[src/rtl/tok_enc_pkg.sv]
// Shared types for the vocabulary token encoder: FSM state encoding and the
// symbol value that terminates words, entries and the input/vocab lists.
package tok_enc_pkg;

  typedef enum logic [2:0] {
    IDLE,
    WSTART,
    CMP,
    VSKIP,
    VCHK,
    EMIT,
    ISKIP,
    FIN
  } tok_enc_state_e;

  localparam int SYM_TERM = 0;

endpackage

[src/rtl/tok_skip_scan.sv]
// Terminator seek over a 1-cycle-latency memory: walks one address per cycle
// from a loaded start address and flags the first address holding SYM_TERM.
module tok_skip_scan
  import tok_enc_pkg::*;
#(
  parameter int AW = 8,
  parameter int DW = 8
) (
  input  logic          clk,
  input  logic          rst_n,
  input  logic          load,
  input  logic [AW-1:0] start_addr,
  input  logic          run,
  input  logic [DW-1:0] rdata,
  output logic [AW-1:0] addr,
  output logic [AW-1:0] term_addr,
  output logic          found,
  output logic          at_top
);

  localparam logic [DW-1:0] TERM = DW'(SYM_TERM);

  logic [AW-1:0] prev;
  logic          prev_valid;

  // prev is the address whose data is on rdata this cycle
  always_ff @(posedge clk or negedge rst_n) begin
    if (!rst_n) begin
      addr       <= '0;
      prev       <= '0;
      prev_valid <= 1'b0;
    end else if (load) begin
      addr       <= start_addr;
      prev_valid <= 1'b0;
    end else if (run) begin
      prev       <= addr;
      prev_valid <= 1'b1;
      addr       <= addr + AW'(1);
    end
  end

  assign term_addr = prev;
  assign found     = prev_valid && (rdata == TERM);
  assign at_top    = prev_valid && (prev == '1);

endmodule

[src/rtl/vocab_token_encoder.sv]
// Word-to-token encoder: looks up each input word in the vocab list and emits
// its entry index (or UNK_ID). Option: VOCAB_TOKEN_ENCODER_UNK_COUNT_EN.
//
// state  | meaning
// IDLE   | waiting for start
// WSTART | read first symbol of a word; empty word ends the input
// CMP    | compare word and current entry symbol by symbol
// VSKIP  | seek the terminator of the rejected entry
// VCHK   | check the next entry exists and the id space is not exhausted
// EMIT   | hold the token until tok_ready
// ISKIP  | seek the terminator of the current word
// FIN    | done pulse, back to IDLE
module vocab_token_encoder
  import tok_enc_pkg::*;
#(
  parameter int DATA_WIDTH     = 8,
  parameter int IN_ADDR_WIDTH  = 6,
  parameter int VOC_ADDR_WIDTH = 8,
  parameter int TOK_WIDTH      = 6,
  parameter int UNK_ID         = 2**TOK_WIDTH - 1
) (
  input  logic                      clk,
  input  logic                      rst_n,
  input  logic                      start,
  output logic                      busy,
  output logic                      done,
  output logic [IN_ADDR_WIDTH-1:0]  in_addr,
  input  logic [DATA_WIDTH-1:0]     in_rdata,
  output logic [VOC_ADDR_WIDTH-1:0] voc_addr,
  input  logic [DATA_WIDTH-1:0]     voc_rdata,
  output logic                      tok_valid,
  output logic [TOK_WIDTH-1:0]      tok_id,
  input  logic                      tok_ready
`ifdef VOCAB_TOKEN_ENCODER_UNK_COUNT_EN
  ,
  output logic [IN_ADDR_WIDTH-1:0]  unk_count
`endif
);

  localparam logic [DATA_WIDTH-1:0] TERM = DATA_WIDTH'(SYM_TERM);
  localparam logic [TOK_WIDTH-1:0]  UNK  = TOK_WIDTH'(UNK_ID);

  tok_enc_state_e            state;
  logic [IN_ADDR_WIDTH-1:0]  ws;
  logic [IN_ADDR_WIDTH-1:0]  k;
  logic [VOC_ADDR_WIDTH-1:0] ve;
  logic [TOK_WIDTH-1:0]      idx;
  logic                      rd_phase;
  logic                      end_pending;
  logic                      ve_wrap;

  logic [IN_ADDR_WIDTH-1:0]  ws_k;
  logic [VOC_ADDR_WIDTH-1:0] ve_k;
  logic                      in_load, voc_load;
  logic [IN_ADDR_WIDTH-1:0]  in_scan_addr, in_term;
  logic [VOC_ADDR_WIDTH-1:0] voc_scan_addr, voc_term;
  logic                      in_found, in_top, voc_found, voc_top;

  assign ws_k     = ws + k;
  assign ve_k     = ve + VOC_ADDR_WIDTH'(k);
  assign in_addr  = (state == ISKIP) ? in_scan_addr : ws_k;
  assign voc_addr = (state == VSKIP) ? voc_scan_addr : ve_k;
  assign in_load  = (state == EMIT) && tok_ready;
  assign voc_load = (state == CMP) && rd_phase && (in_rdata != voc_rdata);

  tok_skip_scan #(.AW(IN_ADDR_WIDTH), .DW(DATA_WIDTH)) u_in_scan (
    .clk        (clk),
    .rst_n      (rst_n),
    .load       (in_load),
    .start_addr (ws_k),
    .run        (state == ISKIP),
    .rdata      (in_rdata),
    .addr       (in_scan_addr),
    .term_addr  (in_term),
    .found      (in_found),
    .at_top     (in_top)
  );

  tok_skip_scan #(.AW(VOC_ADDR_WIDTH), .DW(DATA_WIDTH)) u_voc_scan (
    .clk        (clk),
    .rst_n      (rst_n),
    .load       (voc_load),
    .start_addr (ve_k),
    .run        (state == VSKIP),
    .rdata      (voc_rdata),
    .addr       (voc_scan_addr),
    .term_addr  (voc_term),
    .found      (voc_found),
    .at_top     (voc_top)
  );

  always_ff @(posedge clk or negedge rst_n) begin
    if (!rst_n) begin
      state       <= IDLE;
      ws          <= '0;
      k           <= '0;
      ve          <= '0;
      idx         <= '0;
      rd_phase    <= 1'b0;
      end_pending <= 1'b0;
      ve_wrap     <= 1'b0;
      busy        <= 1'b0;
      done        <= 1'b0;
      tok_valid   <= 1'b0;
      tok_id      <= '0;
    end else begin
      done <= 1'b0;
      case (state)
        IDLE: if (start) begin
          ws          <= '0;
          k           <= '0;
          ve          <= '0;
          idx         <= '0;
          ve_wrap     <= 1'b0;
          rd_phase    <= 1'b0;
          end_pending <= 1'b0;
          busy        <= 1'b1;
          state       <= WSTART;
        end
        WSTART: begin
          if (!rd_phase) rd_phase <= 1'b1;
          else if (in_rdata == TERM) begin
            rd_phase <= 1'b0;
            busy     <= 1'b0;
            done     <= 1'b1;
            state    <= FIN;
          end else state <= CMP;
        end
        // addresses are already stable on entry, so CMP starts on a data cycle
        CMP: begin
          if (!rd_phase) rd_phase <= 1'b1;
          else if (in_rdata == voc_rdata) begin
            if (in_rdata == TERM) begin
              tok_valid <= 1'b1;
              tok_id    <= idx;
              state     <= EMIT;
            end else begin
              k        <= k + IN_ADDR_WIDTH'(1);
              rd_phase <= 1'b0;
              if (ws_k == '1) end_pending <= 1'b1;
            end
          end else state <= VSKIP;
        end
        VSKIP: if (voc_found) begin
          ve       <= voc_term + VOC_ADDR_WIDTH'(1);
          ve_wrap  <= voc_top;
          idx      <= idx + TOK_WIDTH'(1);
          k        <= '0;
          rd_phase <= 1'b0;
          state    <= VCHK;
        end
        VCHK: begin
          if (!rd_phase) rd_phase <= 1'b1;
          else if (voc_rdata == TERM || idx == '1 || ve_wrap) begin
            tok_valid <= 1'b1;
            tok_id    <= UNK;
            state     <= EMIT;
          end else state <= CMP;
        end
        EMIT: if (tok_ready) begin
          tok_valid <= 1'b0;
          if (end_pending) begin
            busy  <= 1'b0;
            done  <= 1'b1;
            state <= FIN;
          end else state <= ISKIP;
        end
        // a terminator at the top address, or a scan past it, wraps the input
        ISKIP: begin
          if (in_top) begin
            busy  <= 1'b0;
            done  <= 1'b1;
            state <= FIN;
          end else if (in_found) begin
            ws       <= in_term + IN_ADDR_WIDTH'(1);
            k        <= '0;
            ve       <= '0;
            idx      <= '0;
            ve_wrap  <= 1'b0;
            rd_phase <= 1'b0;
            state    <= WSTART;
          end
        end
        FIN:     state <= IDLE;
        default: state <= IDLE;
      endcase
    end
  end

`ifdef VOCAB_TOKEN_ENCODER_UNK_COUNT_EN
  always_ff @(posedge clk or negedge rst_n) begin
    if (!rst_n) unk_count <= '0;
    else if (state == IDLE && start) unk_count <= '0;
    else if (state == EMIT && tok_ready && tok_id == UNK && unk_count != '1)
      unk_count <= unk_count + IN_ADDR_WIDTH'(1);
  end
`else
  // UNK statistics not built in this configuration
`endif

endmodule

[config.mk]
export PLATFORM = sky130hd
export DESIGN_NAME = vocab_token_encoder
export DESIGN_NICKNAME = d
export VERILOG_FILES = /design/src/rtl/tok_enc_pkg.sv /design/src/rtl/tok_skip_scan.sv /design/src/rtl/vocab_token_encoder.sv
export SDC_FILE = /design/constraint.sdc
export NUM_CORES = 1
export LEC_CHECK = 0
export CORE_UTILIZATION = 50
export CTS_BUF_LIST = sky130_fd_sc_hd__clkbuf_8 sky130_fd_sc_hd__clkbuf_16
export DETAILED_ROUTE_END_ITERATION = 10
export DONT_BUFFER_PORTS = 1
export GPL_TIMING_DRIVEN = 0
export PLACE_DENSITY = 0.66
export RECOVER_POWER = 50
export SLEW_MARGIN = 15
export SYNTH_ARGS = -nofsm -noshare
export SYNTH_HDL_FRONTEND = slang
export SYNTH_SLANG_ARGS = --single-unit
[constraint.sdc]
create_clock -name clk -period 3.8 [get_ports clk]
set_clock_uncertainty 0.2 [all_clocks]
set_input_delay 0.76 -clock clk [delete_from_list [all_inputs] [get_ports clk]]
set_output_delay 0.76 -clock clk [all_outputs]
set_load 0.005 [all_outputs]
==> results of run 1 <==
-- worst min-delay path, cell delays in order, from the launching register on --
cell and delay (ns):
dfrtp_1 0.35, nand2_1 0.05, o31ai_1 0.05
-- final timing paths --
check	to	slack (ns)	startpoint
worst max-delay path	voc_addr[0]	0.19	state[0]
worst max register to register	tok_id[1]	0.74	state[2]
max in group asynchronous	tok_id[2]	1.65	rst_n
worst min register to register	ve[0]	0.29	ve[0]
min in group asynchronous	u_in_scan.addr[1]	0.67	rst_n
worst min-delay path	ve[0]	0.29	ve[0]
-- area by class of cell --
cell class	count	area, um^2
clock buffers	9	124
clock inverters	7	47.5
fillers	805	3890
flip-flops and latches	71	1780
multi-input cells	399	2510
plain buffers	24	97.6
well taps	108	135
repair buffers	1	5.00
inverters	15	56.3
-- cells in the mapped netlist, types with 5 or more instances --
library cell	n
nand2_1	99
dfrtp_1	71
nor2_1	39
o21ai_0	32
xor2_1	22
clkbuf_1	18
nand3_1	18
a21oi_1	17
ha_1	17
o31ai_1	16
inv_1	15
xnor2_1	15
nand4_1	9
and3_1	8
a31oi_1	7
mux2i_1	7
nand3b_1	7
nor2b_1	7
nor3_1	7
a21o_1	5
nor4_1	5
-- logic make-up (layout without fill, tap and decap cells) --
logic type	Yosys count	in the layout	synth area share, %
mux	9	9	2.09
buf+inv	39	56	3.47
flops	71	71	40.0
xor+xnor	37	37	7.30
compound gates	107	107	16.5
fa+ha+maj	19	19	5.69
simple gates	227	227	24.9
-- layer usage --
layer  vias to the layer above  track usage [%]
met5                         -                0
met4                         0             6.59
met3                         9             4.11
met2                        64             40.4
met1                      1786             32.0
li1                       1820                -
-- cells in the final DEF, fill, tap and decap left out, drive strengths merged, types with 16 or more instances in the layout --
cell type	count
nand2	101
dfrtp	71
nor2	40
o21ai	32
clkbuf	29
xor2	22
nand3	18
a21oi	17
ha	17
o31ai	16
inv	16
-- report_power, final --
part / internal (mW) / switching, mW / total (mW)
registers: 0.998 / 0.260 / 1.26
logic: 0.551 / 0.973 / 1.52
clock network: 0.237 / 0.311 / 0.548
total: 1.79 / 1.54 / 3.33
-- sequential cells by signal (all words and copies together), names as in the netlist, 3 cells and up --
signal / flops
u_voc_scan.addr: 8
u_in_scan.addr: 6
idx: 6
ws: 6
u_voc_scan.term_addr: 8
u_in_scan.term_addr: 6
ve: 8
tok_id: 6
state: 3
k: 6
-- through the flow --
step | cells | hold WS (ns) | util, % | cell area (um^2)
2_1_floorplan | 509 | 0.253 | - | 4440
3_3_place_gp | 617 | 0.266 | 53.0 | 4570
3_5_place_dp | 617 | 0.266 | 53.0 | 4570
4_1_cts | 634 | 0.102 | 55.3 | 4770
5_1_grt | 634 | 0.314 | 55.0 | 4750
6_report | 634 | 0.289 | 55.0 | 4750
-- timing repair --
action                                 CTS  global route
hold buffers                             1             0
gates resized for setup                  0             0
endpoints found under the hold margin   71             0
==> flow_summary.toml, run 1 <==
[clocking]
clock_latency_ns = 0.35
h-tree-depth = 3
clock_sinks = 71
path_clk_slew_ns = 0.08
cts_tree = "yes"
ctsLongestPathBuffers = 2
cts_root_buffer = "clkbuf_8"
cts_made_buffers = 9
cts_setup_buffers = 0

[placement]
pre_cts_ws_ns = 0.507
portBuffers = 0
gp_congestion = 0.889
hpwl_um = 7840

[finish]
diodes = 0
area_growth_pct = 7.02
nets = 560
drive_gt1_share_pct = 6.84

[setup_path]
r2r_cells = 7
path_delay_family = "buffers and inverters"
required_ns = 2.84
endpoint_kind = "primary output"
cp_cell_sequence = "buf_4 -> clkbuf_1 -> and3b_1 -> clkbuf_1 -> clkbuf_1 -> nand2_1 -> nand2_1"
crit_path_max_incr_delay_ns = 0.42
crit_fanout = 10
cp_num_buf_inv = 4
crit_path_frequent_cell = "clkbuf_1"
cp-start-kind = "flip-flop"
crit_type = "reg -> out"
critical_path_cell_count = 7
cp_slowest_cell = "clkbuf_1"
arrival_ns = 2.65

[logic_synthesis]
synth_fp_nets = 548
syn-cell-area_um2 = 4440
synth_area_leaders = "dfrtp_1 40%, nand2_1 8.4%, ha_1 4.8%"
yosys.area.top_type = "dfrtp_1"
syn_inst = 509
async_reset_ff_share_pct = 100
synth_seq_cells = 71
ys_seq_area_share_pct = 40.0
ys.warnings.count = 0
synthDominantCellAreaShare_pct = 40.0
ys.flop_type = "dfrtp_1"
avgSynthCellArea_um2 = 8.72
synth_cell_types = 63
synth_edf_count = 0

[floorplan]
ios = 43
die-area_um2 = 9260
coreArea_um2 = 8640
start_util_pct = 51.4
die_w_um = 96.2
dieHeight_um = 96.2
rows = 34

[drt]
vias = 3679
vias_per_cell = 5.80
routed-wl-met3_um = 412
drc = 0
top_layer_used = "met4"
wire_per_inst_um = 16.6
ant_nets = 0
wl_um = 10500
m1WireLength_um = 4920
dr_wl_met2_um = 5090
first_pass_iters = 5
drt-initial-drc-count = 144

[status]
violations = "max-capacitance violations, max-slew violations"
status = "complete, but fails checks"

[sta]
finalMaxSlewViolations = 72
finalSetupViolCount = 0
fin_crit_sh_pct = 94.9
layout_min_cycle_time_ns = 3.61
final-hold-violation-count = 0
fmax_ghz = 0.277
fin_tns_setup_ns = 0
slew_headroom_pct = -19.0
tightest_slew_ns = 1.79
layout_setup_ws_ns = 0.193
rsz0062_at_grt = "no"

[global_route]
grt_start_max_net_pins = 72
first_global_vias = 3474
track_usage_pct = 24.1
overflow = 0
grt_pass1_wl_um = 16900
antenna_found_initial = 0

[min_path]
hold-path-cell-count = 2
hp-class = "reg -> reg"

[power_and_ir_drop]
powerDensity_nw_per_um2 = 701
total_power_mw = 3.33
p_leak_nw = 2.11
peakVddDrop_v = 0.000351

[run]
maxCapViolCount = 1
Power figures use the tool's default switching activity.
==> run 2: changes to the inputs <==
Settings changed: CORE_UTILIZATION 50 to 67, PLACE_DENSITY 0.66 to 0.83.
==> run 2 against run 1 <==
  * The flow still finishes with violations (max-capacitance violations, max-slew violations)
  * Non-clock buffer count is the same
  * Core utilization up 20 points
  * Count of clock-buffer cells in the layout up 1
  * First-iteration DRC count grew 95%
  * Register-to-register slack got worse by 0.06 ns
  * Sequential power hardly changed
  * Global-route usage grew 8.5 points
  * Worst hold slack got worse by 0.0057 ns
  * Critical path type unchanged
  * Largest power group unchanged
  * Highest routed layer unchanged
==> flow_summary.toml, run 2 (synthesis gave the netlist of run 1 again) <==
[status]
status = "complete, but fails checks"
violations = "max-capacitance violations, max-slew violations"

[setup_path]
crit_type = "reg -> out"
endpoint_kind = "primary output"
arrival_ns = 2.61
cp-start-kind = "flip-flop"
crit_fanout = 10
required_ns = 2.84

[power_and_ir_drop]
p_leak_nw = 2.14
powerDensity_nw_per_um2 = 733
seq_power_share_pct = 36.2
peakVddDrop_v = 0.000459
pwr-share-comb_pct = 44.3
switchingPower_mw = 1.56
netSwitchingFraction_pct = 44.6
p_int_mw = 1.93
clkPwrFrac_pct = 19.5

[clocking]
clock_latency_ns = 0.35
cts_root_buffer = "clkbuf_8"
ctsLongestPathBuffers = 2
path_clk_slew_ns = 0.09
cts_setup_buffers = 0
cts_made_buffers = 9
clock_sinks = 71
cts_tree = "yes"
h-tree-depth = 3

[floorplan]
coreArea_um2 = 6390
die_w_um = 83.4
die-area_um2 = 6950
ios = 43
rows = 29
start_util_pct = 69.5
dieHeight_um = 83.4

[drt]
vias = 3925
first_pass_iters = 5
wl_um = 10800
ant_nets = 0
vias_per_cell = 6.51
wire_per_inst_um = 17.9
drc = 0
drt-initial-drc-count = 281

[finish]
nFillCells = 479
nets = 560
drive_gt1_share_pct = 6.65
layout_commonest_cell = "nand2_1"
area_growth_pct = 7.30
diodes = 0
layout_common_cells = "99 x nand2_1, 71 x dfrtp_1, 39 x nor2_1"

[sta]
layout_min_cycle_time_ns = 3.57
final-hold-violation-count = 0
finalMaxSlewViolations = 72
layout_setup_ws_ns = 0.234
fmax_ghz = 0.280
finalSetupViolCount = 0
fin_tns_setup_ns = 0
tightest_slew_ns = 1.77
fin_crit_sh_pct = 93.9
slew_headroom_pct = -17.8
rsz0062_at_grt = "no"

[global_route]
track_usage_pct = 32.5
grt_start_max_net_pins = 72
antenna_found_initial = 0
grt_pass1_wl_um = 17900
first_global_vias = 3895
overflow = 0

[placement]
pre_cts_ws_ns = 0.557
hpwl_um = 7750
gp_congestion = 0.926
portBuffers = 0

[run]
maxCapViolCount = 1

[min_path]
hp-class = "reg -> reg"
-- run 2: changes by cell type in the layout (fill, tap and decap cells not counted) --
cell | previous run | this run
clkinv_2 | 3 | 1
inv_1 | 15 | 16
inv_6 | 1 | 0
clkinvlp_4 | 2 | 1
clkbuf_8 | 9 | 10
buf_1 | 1 | 2
bufinv_16 | 0 | 2
clkbuf_1 | 19 | 18
-- run 2: power groups by stage --
stage                     logic [mW]  registers, mW  clock network (mW)
after floorplan                 1.16           1.19                   0
after global placement          1.45           1.25                   0
after detailed placement        1.49           1.27                   0
after CTS                       1.53           1.26               0.683
after global routing            1.69           1.29               0.720
final                           1.55           1.26               0.681
-- run 2: metal layers --
layer | GRT usage [%] | up-vias | share of wire (%)
met1 | 41.0 | 1903 | 41
met2 | 54.7 | 159 | 50
met5 | 0 | - | 0
met3 | 6.66 | 45 | 6.1
li1 | - | 1818 | -
met4 | 13.5 | 0 | 2.9
-- run 2: what timing repair did --
action / 4_1_cts / 5_1_grt
gates resized for setup: 0 / 0
hold buffers: 1 / 0
hold endpoints to repair: 71 / 0
-- run 2: worst paths after layout --
kind                       depth (start not counted)  startpoint  slack (ns)                 end
max reg2reg                                        7    state[1]        0.68  u_voc_scan.addr[7]
min                                                2       ve[3]        0.28               ve[3]
max                                                7    state[0]        0.23         voc_addr[0]
min reg2reg                                        2       ve[3]        0.28               ve[3]
max in group asynchronous                          1       rst_n        1.67  u_voc_scan.addr[4]
min in group asynchronous                          1       rst_n        0.67   u_in_scan.addr[1]
-- run 2: stage by stage --
stage	util, %	instance area (um^2)	std cells	total power [mW]	hold WS (ns)
3_3_place_gp	71.0	4530	586	2.70	0.266
3_5_place_dp	71.0	4530	586	2.76	0.266
6_report	74.6	4760	603	3.49	0.284
5_1_grt	74.6	4760	603	3.71	0.310
4_1_cts	74.9	4780	603	3.47	0.105
2_1_floorplan	-	4440	509	2.36	0.253
-- run 2: final cells by class --
type | instances | area (um^2) | share of cell area (%)
sequential | 71 | 1780 | 37.3
timing repair buffer | 1 | 5.00 | 0.105
inverter | 15 | 56.3 | 1.18
multi-input combinational | 399 | 2510 | 52.7
clock buffer | 10 | 138 | 2.89
clock inverter | 6 | 85.1 | 1.79
tap | 77 | 96.3 | 2.02
buffer | 24 | 97.6 | 2.05
-- run 2: worst max-delay path, stage by stage (launching register included) --
cell and delay (ns):
dfrtp_1 0.36, buf_4 0.16, clkbuf_1 0.36, and3b_1 0.34, clkbuf_1 0.37, clkbuf_1 0.39, nand2_1 0.15, nand2_1 0.11
